===== src/rtl/alu_nibble_adder.sv =====
// Nibble-serial 6502 adder: latches operands, then forms the low and high nibble sums on successive cycles.
// Decimal carry detection and the daa/dsa controls are compiled in only when ALU_DECIMAL_MODE_EN is defined.
module alu_nibble_adder (
  input  logic       clk,
  input  logic       rst_n,
  input  logic       start,
  input  logic [7:0] ai,
  input  logic [7:0] bi,
  input  logic       cin,
  input  logic       sub,
  input  logic       dec,
  input  logic       ack,
  output logic       busy,
  output logic       valid,
  output logic [7:0] add,
  output logic       hc,
  output logic       acr,
  output logic       avr,
  output logic       daa,
  output logic       dsa
);

  typedef enum logic [1:0] {S_IDLE, S_LO, S_HI, S_DONE} state_t;

  state_t      r_state;
  logic [7:0]  r_a;
  logic [7:0]  r_b;
  logic        r_cin;
  logic        r_sub;
  logic        r_dec;
  logic        r_busy;
  logic        r_valid;
  logic [7:0]  r_add;
  logic        r_hc;
  logic        r_acr;
  logic        r_avr;
  logic        r_daa;
  logic        r_dsa;

  logic        w_dec;
  logic        w_bcd_add;
  logic        w_load;
  logic [4:0]  w_s_lo;
  logic [4:0]  w_s_hi;

  // BCD add flags a nibble sum above 9 as a decimal carry; otherwise the binary carry is used.
  function automatic logic nib_carry(input logic [4:0] s, input logic bcd);
    return bcd ? (s > 5'd9) : s[4];
  endfunction

`ifdef ALU_DECIMAL_MODE_EN
  assign w_dec = dec;
`else
  logic w_dec_unused;
  assign w_dec_unused = dec;
  assign w_dec        = 1'b0;
`endif

  assign w_bcd_add = r_dec & ~r_sub;
  assign w_load    = start & ((r_state == S_IDLE) | ((r_state == S_DONE) & ack));
  assign w_s_lo    = {1'b0, r_a[3:0]} + {1'b0, r_b[3:0]} + {4'b0, r_cin};
  assign w_s_hi    = {1'b0, r_a[7:4]} + {1'b0, r_b[7:4]} + {4'b0, r_hc};

  always_ff @(posedge clk or negedge rst_n) begin
    if (!rst_n) begin
      r_state <= S_IDLE;
      r_a     <= 8'h00;
      r_b     <= 8'h00;
      r_cin   <= 1'b0;
      r_sub   <= 1'b0;
      r_dec   <= 1'b0;
      r_busy  <= 1'b0;
      r_valid <= 1'b0;
      r_add   <= 8'h00;
      r_hc    <= 1'b0;
      r_acr   <= 1'b0;
      r_avr   <= 1'b0;
      r_daa   <= 1'b0;
      r_dsa   <= 1'b0;
    end else begin
      if (w_load) begin
        r_a   <= ai;
        r_b   <= sub ? ~bi : bi;
        r_cin <= cin;
        r_sub <= sub;
        r_dec <= w_dec;
      end
      case (r_state)
        S_IDLE: begin
          if (start) begin
            r_busy  <= 1'b1;
            r_state <= S_LO;
          end
        end
        S_LO: begin
          r_add[3:0] <= w_s_lo[3:0];
          r_hc       <= nib_carry(w_s_lo, w_bcd_add);
          r_state    <= S_HI;
        end
        S_HI: begin
          r_add[7:4] <= w_s_hi[3:0];
          r_acr      <= nib_carry(w_s_hi, w_bcd_add);
          r_avr      <= (r_a[7] ~^ r_b[7]) & (r_a[7] ^ w_s_hi[3]);
          r_daa      <= r_dec & ~r_sub;
          r_dsa      <= r_dec & r_sub;
          r_valid    <= 1'b1;
          r_state    <= S_DONE;
        end
        S_DONE: begin
          // Results hold until the consumer acks; ack with start chains straight into the next add.
          if (ack) begin
            r_valid <= 1'b0;
            if (start) begin
              r_state <= S_LO;
            end else begin
              r_busy  <= 1'b0;
              r_state <= S_IDLE;
            end
          end
        end
        default: r_state <= S_IDLE;
      endcase
    end
  end

  assign busy  = r_busy;
  assign valid = r_valid;
  assign add   = r_add;
  assign hc    = r_hc;
  assign acr   = r_acr;
  assign avr   = r_avr;
  assign daa   = r_daa;
  assign dsa   = r_dsa;

endmodule


===== config.mk =====
export PLATFORM = sky130hd
export DESIGN_NAME = alu_nibble_adder
export DESIGN_NICKNAME = d
export VERILOG_FILES = /design/src/rtl/alu_nibble_adder.sv
export SDC_FILE = /design/constraint.sdc
export NUM_CORES = 1
export LEC_CHECK = 0
export CAP_MARGIN = 0
export CORE_ASPECT_RATIO = 2
export CORE_MARGIN = 2
export CORE_UTILIZATION = 39
export DETAILED_ROUTE_END_ITERATION = 10
export PLACE_DENSITY_LB_ADDON = 0.12
export SYNTH_ARGS = -nofsm -noshare
export SYNTH_HDL_FRONTEND = slang
export SYNTH_SLANG_ARGS = --single-unit

===== constraint.sdc =====
create_clock -name clk -period 1.9 [get_ports clk]
set_clock_uncertainty 0.05 [all_clocks]
set_input_delay 0.285 -clock clk [delete_from_list [all_inputs] [get_ports clk]]
set_output_delay 0.285 -clock clk [all_outputs]
set_load 0.01 [all_outputs]

==> run_results.csv <==
group,metric,value,unit
run_status,outcome,"complete, no violations",
floorplanning,starting_density_of_the_core,0.4025,
global_route,grt.overflow.total,0,
setup_path,reg2reg_depth,4,
clocking,cts_root_buffer,"clkbuf_8",
logic_synthesis,synthesis.instances,142,
detailed_routing,drtIter0Drc,8,
cells_and_area,multi_input_comb_area,853.3,µm²
timing,finalWorstPathRequiredPeriod,1.824,ns
placement,finalWeightedCongestion,0.7633,
floorplanning,placementRows,34,
clocking,tritoncts.num_buffers,5,
logic_synthesis,synth.avg_cell_area,12.30,µm²
setup_path,path_class,"flop to flop",
detailed_routing,dr.pass1.iters,4,
global_route,grt_first_pass_wirelength,5.492,mm
cells_and_area,num-nets-final,218,
detailed_routing,top_layer,"met4",
clocking,post_cts_resized,0,
cells_and_area,layoutNonFillerInstCount,234,
logic_synthesis,postSynthRegisterBits,32,
power_and_ir_drop,power.static_leakage,1.031,nW
power_and_ir_drop,p_per_area,1733,mW/mm²
clocking,clk_latency,0.28,ns
setup_path,critical-path-top-delay-family,"simple AND/OR/NAND/NOR gates",
global_route,global_route.usage.total,0.1451,
placement,hpwlAfterDp,2.433,mm
logic_synthesis,yosys_warnings,0,
detailed_routing,wl_met1,1.213,mm
timing,layout_worst_path_cycle_share,0.9599,
cells_and_area,drive_gt1_frac,0.1833,
clocking,cts_hold_buffers,0,
timing,clock.fmax,548.3,MHz
timing,setup-violations-final,0,
detailed_routing,detail_route.wl_per_cell,13.62,µm
detailed_routing,met3_length,144,µm
logic_synthesis,ffs_w_async_s_r_synth,1.000,
timing,report.final.slew_viol_count,0,
timing,final_report_hold_violation_count,0,
logic_synthesis,ys_top_cells_by_area,"dfrtp_1, ha_1, mux2_2",
logic_synthesis,yosys.cell_count.top_type,"dfrtp_1",
logic_synthesis,synth-main-ff-cell,"dfrtp_1",
global_route,grt_pass1_vias,1222,
setup_path,cp-end-kind,"flop",
clocking,postCtsSetupBuffers,0,
timing,totalNegativeSetupSlack,0,ns
logic_synthesis,synth-edff-count,0,
logic_synthesis,netlist.top_cell.by_area,"dfrtp_1",
detailed_routing,detail_route.vias_per_cell,4.949,
setup_path,timing.critical_path.buf_inv,0,
setup_path,max_stage_delay,0.46,ns
setup_path,critPathArrivalTime,1.94,ns
flow_run,cap_viol_max_count,0,
setup_path,worst_r2r_startpoint,"hc",
clocking,clock_tree_from_tritoncts,"done",
setup_path,cp_required,2.02,ns
logic_synthesis,synth_seq_area_share,0.4585,
setup_path,capture_point_of_the_worst_reg_to_reg_path,"avr",
placement,place.detailed.instances,227,
global_route,initial_antenna_violation_count,0,
clocking,clkSlewWorstSetupHoldPaths,0.07,ns
power_and_ir_drop,max-vdd-ir-drop,0.8680,mV
floorplanning,pin_count,38,
setup_path,slowest_stage,"fa_1",
floorplanning,die-width,51.32,µm
cells_and_area,register_area,800.8,µm²
detailed_routing,routed-wl-met2,1.756,mm
detailed_routing,route.vias.total,1158,
clocking,ctsLongestPathBuffers,2,
logic_synthesis,yosys.area.top_type_share,0.4585,
cells_and_area,synthToLayoutAreaGrowth,27.65,%
cells_and_area,count_of_inserted_antenna_diode_cells,0,
placement,port-buffer-count,34,
setup_path,critical_path.cell_chain,"fa_1, and3_4, or3_1, a32o_1",
logic_synthesis,synth_area,0.001747,mm²
timing,setup_repair_after_global_routing_missed_its_margin,"false",
detailed_routing,drt_drc_violations_left,0,
global_route,maximum_number_of_pins_on_one_net_before_global_route_repair,33,
clocking,clock-sinks,32,
floorplanning,chipHeight,98.64,µm
power_and_ir_drop,post-layout-total-power,3.863,mW
cells_and_area,n_fill_cell,412,
setup_path,reg2reg_slack,0.08,ns
clocking,cts_htree_levels,2,
setup_path,critPathLaunchType,"flop",
floorplanning,design.die.area,0.005062,mm²
logic_synthesis,netlist-cell-type-count,37,
detailed_routing,detail-route-antenna-nets,0,
floorplanning,total_core_area,0.004339,mm²
hold_path,worst_hold_path_type,"input pin to async pin",
logic_synthesis,synth_common_cells,"dfrtp_1, inv_1, mux2_2",
setup_path,crit_fanout,4,
detailed_routing,route.final.wire_length,3.186,mm
==> cell type report <==
class	instances	area share
flip-flops and latches	32	0.3591
inverters	15	0.02525
repair buffers	36	0.1594
well taps	54	0.03030
clock buffers	7	0.04321
multi-input cells	90	0.3827
==> how the worst max path moves through the flow <==
stage | startpoint | end | slack (ns) | depth (start not counted)
after floorplan | hc | avr | 0.11 | 4
after global placement | hc | avr | 0.1 | 4
after detailed placement | hc | avr | 0.06 | 4
after CTS | hc | avr | 0.06 | 4
after global routing | hc | avr | 0.02 | 4
final | hc | avr | 0.08 | 4
==> per-layer routing <==
layer,global-route usage,vias up
li1,-,552
met1,0.1557,569
met2,0.2597,31
met3,0.03333,6
met4,0.06680,0
met5,0,-
==> worst reg2reg max path: cells and delay by family (launching register included) <==
family                   cells  cell delay (ns)
AND/OR/NAND/NOR              2             0.55
adder cells (fa/ha/maj)      1             0.46
AO/OA/AOI/OAI                1             0.25
flip-flops                   1             0.42
==> registers in the layout (all words and copies together) (netlist names) <==
signal	count
acr	1
add	8
busy	1
avr	1
hc	1
r_b	8
r_a	8
r_cin	1
valid	1
r_state	2
==> kinds of logic (layout without fill, tap and decap cells) <==
| kind of cell | Yosys count | after routing | share of synthesized area |
|---|---|---|---|
| DFF | 32 | 32 | 0.4585 |
| other | 1 | 2 | 0.002147 |
| and+or+nand+nor | 20 | 20 | 0.06949 |
| xor gates and xnor gates | 10 | 10 | 0.05014 |
| AOI/OAI and AO/OA | 20 | 20 | 0.07665 |
| muxes | 23 | 23 | 0.1633 |
| buffers and inverters | 21 | 58 | 0.05514 |
| adders and majority gates | 15 | 15 | 0.1246 |
==> power breakdown <==
part           internal (mW)  total, mW  switching, mW
combinational           1.14       2.01          0.875
sequential              1.05       1.28          0.240
clock                  0.322      0.563          0.241
==> per-stage QoR <==
stage / setup slack, ns / utilization / instance area (µm²) / hold slack (ns)
floorplan: 0.1128 / - / 1750 / -0.06059
global placement: 0.09508 / 0.4916 / 2133 / 0.4252
detailed placement: 0.05849 / 0.4916 / 2133 / 0.4242
CTS: 0.05515 / 0.5138 / 2230 / 0.3665
global route: 0.01802 / 0.5138 / 2230 / 0.3975
finish: 0.07617 / 0.5138 / 2230 / 0.3481
==> layout by cell type (no fill, tap or decap) <==
cell,netlist,routed
conb_1,1,2
clkdlybuf4s50_1,0,34
nand4_1,1,1
ha_1,11,11
o21ai_0,5,5
buf_4,2,2
mux2i_1,3,3
o31ai_1,2,2
o2bb2ai_1,1,1
nor2_1,4,4
xor2_1,6,6
dfrtp_1,32,32
a21o_2,1,1
o2111ai_1,1,1
and3_4,1,1
or3_1,1,1
nand2_1,4,4
nand3b_1,1,1
o311ai_0,1,1
fa_1,4,4
a31o_2,1,1
mux2_4,8,8
a21o_1,1,1
a31oi_1,2,2
or4b_1,1,1
inv_1,15,15
nand2b_1,2,2
clkbuf_8,0,7
mux2_2,12,12
a21oi_1,4,4
xnor2_1,4,4
nor2b_1,3,3
nand2_4,1,1
a32o_1,1,1
or2b_1,1,1
Note: power is estimated with default switching activity, not from simulation.
